===== config.mk =====
export PLATFORM = sky130hd
export DESIGN_NAME = alu_seq_flat
export DESIGN_NICKNAME = d
export VERILOG_FILES = /design/src/rtl/alu_pkg.sv /design/src/rtl/alu_seq_if.sv /design/src/rtl/alu_mul_seq.sv /design/src/rtl/alu_seq.sv /design/src/flat_wrapper.sv
export SDC_FILE = /design/constraint.sdc
export NUM_CORES = 1
export LEC_CHECK = 0
export CAP_MARGIN = 0
export CORE_MARGIN = 1
export CORE_UTILIZATION = 64
export DETAILED_ROUTE_END_ITERATION = 10
export HOLD_SLACK_MARGIN = 0.02
export PLACE_DENSITY = 0.93
export REMOVE_ABC_BUFFERS = 1
export SLEW_MARGIN = 15
export SYNTH_ARGS = -nofsm -noshare
export SYNTH_HDL_FRONTEND = slang
export SYNTH_HIERARCHICAL = 1
export SYNTH_SLANG_ARGS = --single-unit

===== constraint.sdc =====
create_clock -name clk -period 7.4 [get_ports clk]
set_input_delay 1.48 -clock clk [delete_from_list [all_inputs] [get_ports clk]]
set_output_delay 1.48 -clock clk [all_outputs]
set_load 0.1 [all_outputs]

===== src/rtl/alu_pkg.sv =====
// Shared constants and types for the registered ALU: operation codes,
// mode values and the controller state encoding.
package alu_pkg;

    // Mode select
    localparam logic M_PASS  = 1'b0;
    localparam logic M_ARITH = 1'b1;

    // Pass-through codes (m = M_PASS)
    localparam logic [3:0] S_PASS_A0 = 4'b1100;
    localparam logic [3:0] S_PASS_A1 = 4'b0100;
    localparam logic [3:0] S_PASS_B  = 4'b1010;

    // Arithmetic/logic codes (m = M_ARITH)
    localparam logic [3:0] S_ADD = 4'b1001;
    localparam logic [3:0] S_ADC = 4'b0001;
    localparam logic [3:0] S_SUB = 4'b0110;
    localparam logic [3:0] S_AND = 4'b1011;
    localparam logic [3:0] S_OR  = 4'b0010;
    localparam logic [3:0] S_XOR = 4'b0011;
    localparam logic [3:0] S_NOT = 4'b0101;
    localparam logic [3:0] S_MUL = 4'b1110;

    typedef enum logic {
        ST_IDLE = 1'b0,
        ST_MUL  = 1'b1
    } state_t;

endpackage


===== src/rtl/alu_seq_if.sv =====
// Request/result bundle between the datapath control and the ALU.
interface alu_seq_if #(
    parameter int W = 8
);
    logic         start;
    logic         m;
    logic [3:0]   s;
    logic [W-1:0] a;
    logic [W-1:0] b;
    logic [W-1:0] t;
    logic         cf;
    logic         zf;
    logic         busy;
    logic         done;

    modport master (
        output start, m, s, a, b,
        input  t, cf, zf, busy, done
    );

    modport slave (
        input  start, m, s, a, b,
        output t, cf, zf, busy, done
    );
endinterface


===== src/rtl/alu_mul_seq.sv =====
// Unsigned shift-add multiplier, one partial product per clock.
// The product register holds {accumulator, remaining multiplier bits};
// after W steps it holds the full 2W-bit product.
module alu_mul_seq #(
    parameter int W = 8
) (
    input  logic           clk,
    input  logic           rst,
    input  logic           load,
    input  logic [W-1:0]   a,
    input  logic [W-1:0]   b,
    output logic [2*W-1:0] p,
    output logic           last
);
    localparam int CW = $clog2(W + 1);

    logic [W-1:0]   mcand_reg;
    logic [2*W-1:0] prod_reg;
    logic [2*W-1:0] prod_next;
    logic [CW-1:0]  cnt_reg;
    logic           active_reg;
    logic [W:0]     sum;

    // One shift-add step: add the multiplicand when the current multiplier
    // bit is set, then shift the whole register right including the carry.
    always_comb begin
        sum       = {1'b0, prod_reg[2*W-1:W]} + {1'b0, ({W{prod_reg[0]}} & mcand_reg)};
        prod_next = {sum, prod_reg[W-1:1]};
    end

    // p already includes the step taken at the coming edge, so the
    // controller can capture the final product on the same edge as last.
    assign p    = prod_next;
    assign last = active_reg && (cnt_reg == CW'(W - 1));

    // Operand latch, step counter and product accumulation.
    always_ff @(posedge clk or posedge rst) begin
        if (rst) begin
            mcand_reg  <= '0;
            prod_reg   <= '0;
            cnt_reg    <= '0;
            active_reg <= 1'b0;
        end else if (load) begin
            mcand_reg  <= a;
            prod_reg   <= {{W{1'b0}}, b};
            cnt_reg    <= '0;
            active_reg <= 1'b1;
        end else if (active_reg) begin
            prod_reg <= prod_next;
            cnt_reg  <= cnt_reg + CW'(1);
            if (last) begin
                active_reg <= 1'b0;
            end
        end
    end
endmodule


===== src/rtl/alu_seq.sv =====
// Registered ALU: single-cycle ops complete on the accepting edge, MUL runs
// through the shift-add multiplier and completes W edges later. Results and
// flags are written together on every completion; cf feeds back into ADC.
module alu_seq
    import alu_pkg::*;
#(
    parameter int W = 8
) (
    input  logic     clk,
    input  logic     rst,
    alu_seq_if.slave bus
);
    state_t         state_reg;
    state_t         state_next;

    logic [W-1:0]   t_reg;
    logic           cf_reg;
    logic           zf_reg;
    logic           done_reg;

    logic           is_mul;
    logic           accept;
    logic           mul_load;
    logic           single_done;
    logic           busy;

    logic [W-1:0]   op_t;
    logic           op_cf;
    logic           op_zf;
    logic           op_valid;
    logic [W:0]     sum;

    logic [2*W-1:0] mul_p;
    logic           mul_last;

    assign is_mul = (bus.m == M_ARITH) && (bus.s == S_MUL);

    alu_mul_seq #(.W(W)) u_mul (
        .clk  (clk),
        .rst  (rst),
        .load (mul_load),
        .a    (bus.a),
        .b    (bus.b),
        .p    (mul_p),
        .last (mul_last)
    );

    // Controller state register.
    always_ff @(posedge clk or posedge rst) begin
        if (rst) begin
            state_reg <= ST_IDLE;
        end else begin
            state_reg <= state_next;
        end
    end

    // Next state: only a MUL request leaves IDLE; the final step returns.
    always_comb begin
        state_next = state_reg;
        case (state_reg)
            ST_IDLE: if (bus.start && is_mul) state_next = ST_MUL;
            ST_MUL:  if (mul_last)            state_next = ST_IDLE;
            default: state_next = ST_IDLE;
        endcase
    end

    // Controller outputs: requests are only seen in IDLE, so start during
    // a multiply is dropped rather than queued.
    always_comb begin
        accept      = 1'b0;
        mul_load    = 1'b0;
        single_done = 1'b0;
        busy        = (state_reg == ST_MUL);
        if (state_reg == ST_IDLE && bus.start) begin
            accept      = 1'b1;
            mul_load    = is_mul;
            single_done = !is_mul;
        end
    end

    // Single-cycle datapath; unknown m/s pairs fall through as all-zero.
    always_comb begin
        sum      = '0;
        op_t     = '0;
        op_cf    = 1'b0;
        op_valid = 1'b0;
        if (bus.m == M_PASS) begin
            case (bus.s)
                S_PASS_A0, S_PASS_A1: op_t = bus.a;
                S_PASS_B:             op_t = bus.b;
                default:              op_t = '0;
            endcase
        end else begin
            op_valid = 1'b1;
            case (bus.s)
                S_ADD: begin
                    sum   = {1'b0, bus.a} + {1'b0, bus.b};
                    op_t  = sum[W-1:0];
                    op_cf = sum[W];
                end
                S_ADC: begin
                    sum   = {1'b0, bus.a} + {1'b0, bus.b} + {{W{1'b0}}, cf_reg};
                    op_t  = sum[W-1:0];
                    op_cf = sum[W];
                end
                S_SUB: begin
                    // b - a; the borrow lands in the top bit when a > b
                    sum   = {1'b0, bus.b} - {1'b0, bus.a};
                    op_t  = sum[W-1:0];
                    op_cf = sum[W];
                end
                S_AND:   op_t = bus.a & bus.b;
                S_OR:    op_t = bus.a | bus.b;
                S_XOR:   op_t = bus.a ^ bus.b;
                S_NOT:   op_t = ~bus.b;
                default: op_valid = 1'b0;
            endcase
        end
        op_zf = op_valid && (op_t == '0);
    end

    // Result and flag registers; every completion rewrites all three.
    always_ff @(posedge clk or posedge rst) begin
        if (rst) begin
            t_reg    <= '0;
            cf_reg   <= 1'b0;
            zf_reg   <= 1'b0;
            done_reg <= 1'b0;
        end else begin
            done_reg <= 1'b0;
            if (single_done) begin
                t_reg    <= op_t;
                cf_reg   <= op_cf;
                zf_reg   <= op_zf;
                done_reg <= 1'b1;
            end else if (mul_last) begin
                t_reg    <= mul_p[W-1:0];
                cf_reg   <= |mul_p[2*W-1:W];
                zf_reg   <= (mul_p[W-1:0] == '0);
                done_reg <= 1'b1;
            end
        end
    end

    assign bus.t    = t_reg;
    assign bus.cf   = cf_reg;
    assign bus.zf   = zf_reg;
    assign bus.done = done_reg;
    assign bus.busy = busy;

endmodule


===== src/flat_wrapper.sv =====
// flat-port wrapper written by rule: the top's interface ports become plain ports
module alu_seq_flat import alu_pkg::*;
#(
    parameter int W = 8
)
  (clk, rst, bus_start, bus_m, bus_s, bus_a, bus_b, bus_t, bus_cf, bus_zf, bus_busy, bus_done);
  alu_seq_if #(.W(W)) bus_i ();
  input  logic clk;
  input  logic rst;
  input wire logic [$bits(bus_i.start)-1:0] bus_start;
  input wire logic [$bits(bus_i.m)-1:0] bus_m;
  input wire logic [$bits(bus_i.s)-1:0] bus_s;
  input wire logic [$bits(bus_i.a)-1:0] bus_a;
  input wire logic [$bits(bus_i.b)-1:0] bus_b;
  output wire logic [$bits(bus_i.t)-1:0] bus_t;
  output wire logic [$bits(bus_i.cf)-1:0] bus_cf;
  output wire logic [$bits(bus_i.zf)-1:0] bus_zf;
  output wire logic [$bits(bus_i.busy)-1:0] bus_busy;
  output wire logic [$bits(bus_i.done)-1:0] bus_done;
  assign bus_i.start = bus_start;
  assign bus_i.m = bus_m;
  assign bus_i.s = bus_s;
  assign bus_i.a = bus_a;
  assign bus_i.b = bus_b;
  assign bus_t = bus_i.t;
  assign bus_cf = bus_i.cf;
  assign bus_zf = bus_i.zf;
  assign bus_busy = bus_i.busy;
  assign bus_done = bus_i.done;
  alu_seq #(.W(W)) u_core (.clk(clk), .rst(rst), .bus(bus_i));
endmodule

==> results.cfg <==
[sta]
hold_violations = 0
max_clock_freq_ghz = 0.228
skew_ns = 0.00951
finalMaxSlewViolations = 0
setup_tns_ns = 0
grt_setup_unrepaired = no
fin_crit_sh = 0.592
setup_viol_count_final = 0
worstMarginPinSlew_ns = 1.08
slew_headroom = 0.272
fin_crit_ns = 4.38

[clock_tree]
cts_max_level = 2
cts_buffer_depth = 2
post_cts_buffers = 0
clock-sinks = 41
cts_resized = 0
cts_buffers = 5
insertion_delay_ns = 0.29
cts_tree = done
hold_buffers = 0
root_buffer = clkbuf_8
path_clk_slew_ns = 0.07

[floorplan]
die_area_mm2 = 0.00704
die_x_um = 83.9
num_rows = 29
coreArea_mm2 = 0.00642
die_height_um = 83.9
initial_core_util = 0.668
io_pins = 36

[worst_setup_path]
rr_worst_depth = 11
worstReg2RegEnd = u_core/bus.cf
cp-end-kind = flip-flop
arrival_ns = 4.57
critPathKind = primary input to flip-flop
required_ns = 7.59
r2r-start = u_core/u_mul/prod_reg[0]
ff2ff_setup_slack_ns = 4.34
cp-endpoint = u_core/bus.zf
path_max_fanout = 5
crit_path_start = bus_a[0]
start_kind = primary input

[layout]
drive_gt1_frac = 0.0916
fin_nets = 575
largest_reg_flops = 16
ff_latch_area_mm2 = 0.00103
multi_input_area_mm2 = 0.00293
diodes = 0
num-fill-cells = 486
syn_to_final_growth_pct = 8.60

[outcome]
outcome = finished, violations left
violations = DRC

[pwr]
ir_drop_uv = 66.4
leakagePower_nw = 1.94
total_power_mw = 0.562
pwr_density_cell_mw_per_mm2 = 121

[placed_design]
numPortBuffers = 35
place.gp.congestion = 1.00
hpwl_um = 8420

[global_route]
first_global_vias = 3717
antenna_found_initial = 0
grt_max_degree = 38
grt_pass1_wl_um = 18400
grt-ovfl-total = 0
grtUsageTotal = 0.326

[detailed_routing]
viasPerCell = 6.74
first_iter_violations = 425
wl_um = 11200
post-route-drc-count = 4
ant_nets = 0
routedWlPerCell_um = 18.9
drt-pass1-iter-count = 8
num_vias = 3974

[logic_synthesis]
syn_area_per_cell_um2 = 8.55
ys_types = 80
synthArstFlopShare = 1.00
synth_edf_count = 0
synthFlopType = dfrtp_1
synthesis.yosys.warnings = 6
yosys_register_bits = 41
syn_area_mm2 = 0.00429
synthCells = 502
synth.yosys.seq_area_share = 0.239

[worst_hold_path]
hold_path.class = flip-flop to flip-flop
hold_depth = 1
hp-start = u_core/u_mul/mcand_reg[2]

[flow_run]
drv_cap = 0
area by class of cell:
| cell class | count | area share |
|---|---|---|
| Inverter | 30 | 0.0242 |
| Tap cell | 77 | 0.0207 |
| Timing Repair Buffer | 40 | 0.0832 |
| Clock buffer | 5 | 0.0148 |
| Sequential cell | 41 | 0.220 |
| Clock inverter | 2 | 0.00752 |
| Multi-Input combinational cell | 395 | 0.629 |
per-layer routing:
layer	vias to the layer above	wire length, um	GRT usage
met5	-	0	0
met4	0	388	0.143
met3	30	909	0.0514
met2	201	5230	0.525
met1	1924	4650	0.433
li1	1819	-	-
kinds of logic (layout without fill, tap and decap cells):
logic type	after synthesis	in the layout	synth area share
mux	32	32	0.0779
simple gates	168	168	0.216
flops	41	41	0.239
buf+inv	66	77	0.0784
fa+ha+maj	38	38	0.116
compound gates	134	134	0.225
xor+xnor	23	23	0.0470
where the power goes:
group          total, mW  switching, mW  leakage (nW)  internal [mW]
clock network      0.176         0.0775        0.0540         0.0981
logic              0.163         0.0974          1.43         0.0653
registers          0.224              0         0.453          0.224
total              0.562          0.175          1.94          0.387
worst min path at each step:
stage                                      to
floorplan           u_core/u_mul/mcand_reg[0]
global placement    u_core/u_mul/mcand_reg[2]
detailed placement  u_core/u_mul/mcand_reg[2]
CTS                 u_core/u_mul/mcand_reg[2]
global route        u_core/u_mul/mcand_reg[5]
finish              u_core/u_mul/mcand_reg[2]
Yosys cell counts (11+ instances only):
cell,count,area (um^2)
dfrtp_1,41,1030
nor2_1,40,150
ha_1,35,438
nand2_1,34,128
inv_1,30,113
o21ai_0,29,145
mux2i_1,21,210
a21oi_1,16,80.1
xor2_1,12,105
buf_2,11,55.1
xnor2_1,11,96.3
per-stage QoR:
step	setup WS [ns]	util	std cells	cell area, um^2	hold WS (ns)
finish	3.02	0.726	590	4660	0.504
global route	2.84	0.726	590	4660	0.525
CTS	3.01	0.725	590	4660	0.507
detailed placement	2.74	0.709	583	4550	0.490
global placement	2.86	0.709	583	4550	0.482
floorplan	3.46	-	466	4070	0.472
placed cells by master, fill, tap and decap left out, types with 8 or more instances in the layout:
master	instances
o21ai_0	29
mux2i_1	21
mux2_2	10
o22ai_1	10
nand2b_1	9
nor2b_1	9
xnor2_1	11
and2_1	10
nor2_1	39
xor2_1	12
nand2_1	34
dfrtp_1	41
clkdlybuf4s50_1	35
o21ai_1	8
inv_1	29
a21o_1	8
a21oi_1	16
a22oi_1	9
ha_1	35
worst max-delay path: stages:
cell	delay [ns]
clkdlybuf4s50_1	0.51
ha_1	0.31
fa_1	0.46
xor2_1	0.33
o21ai_0	0.20
nor4_2	0.31
nand4b_1	0.18
xnor2_1	0.17
a211o_1	0.33
o41ai_2	0.28
Note: power is estimated with default switching activity, not from simulation.
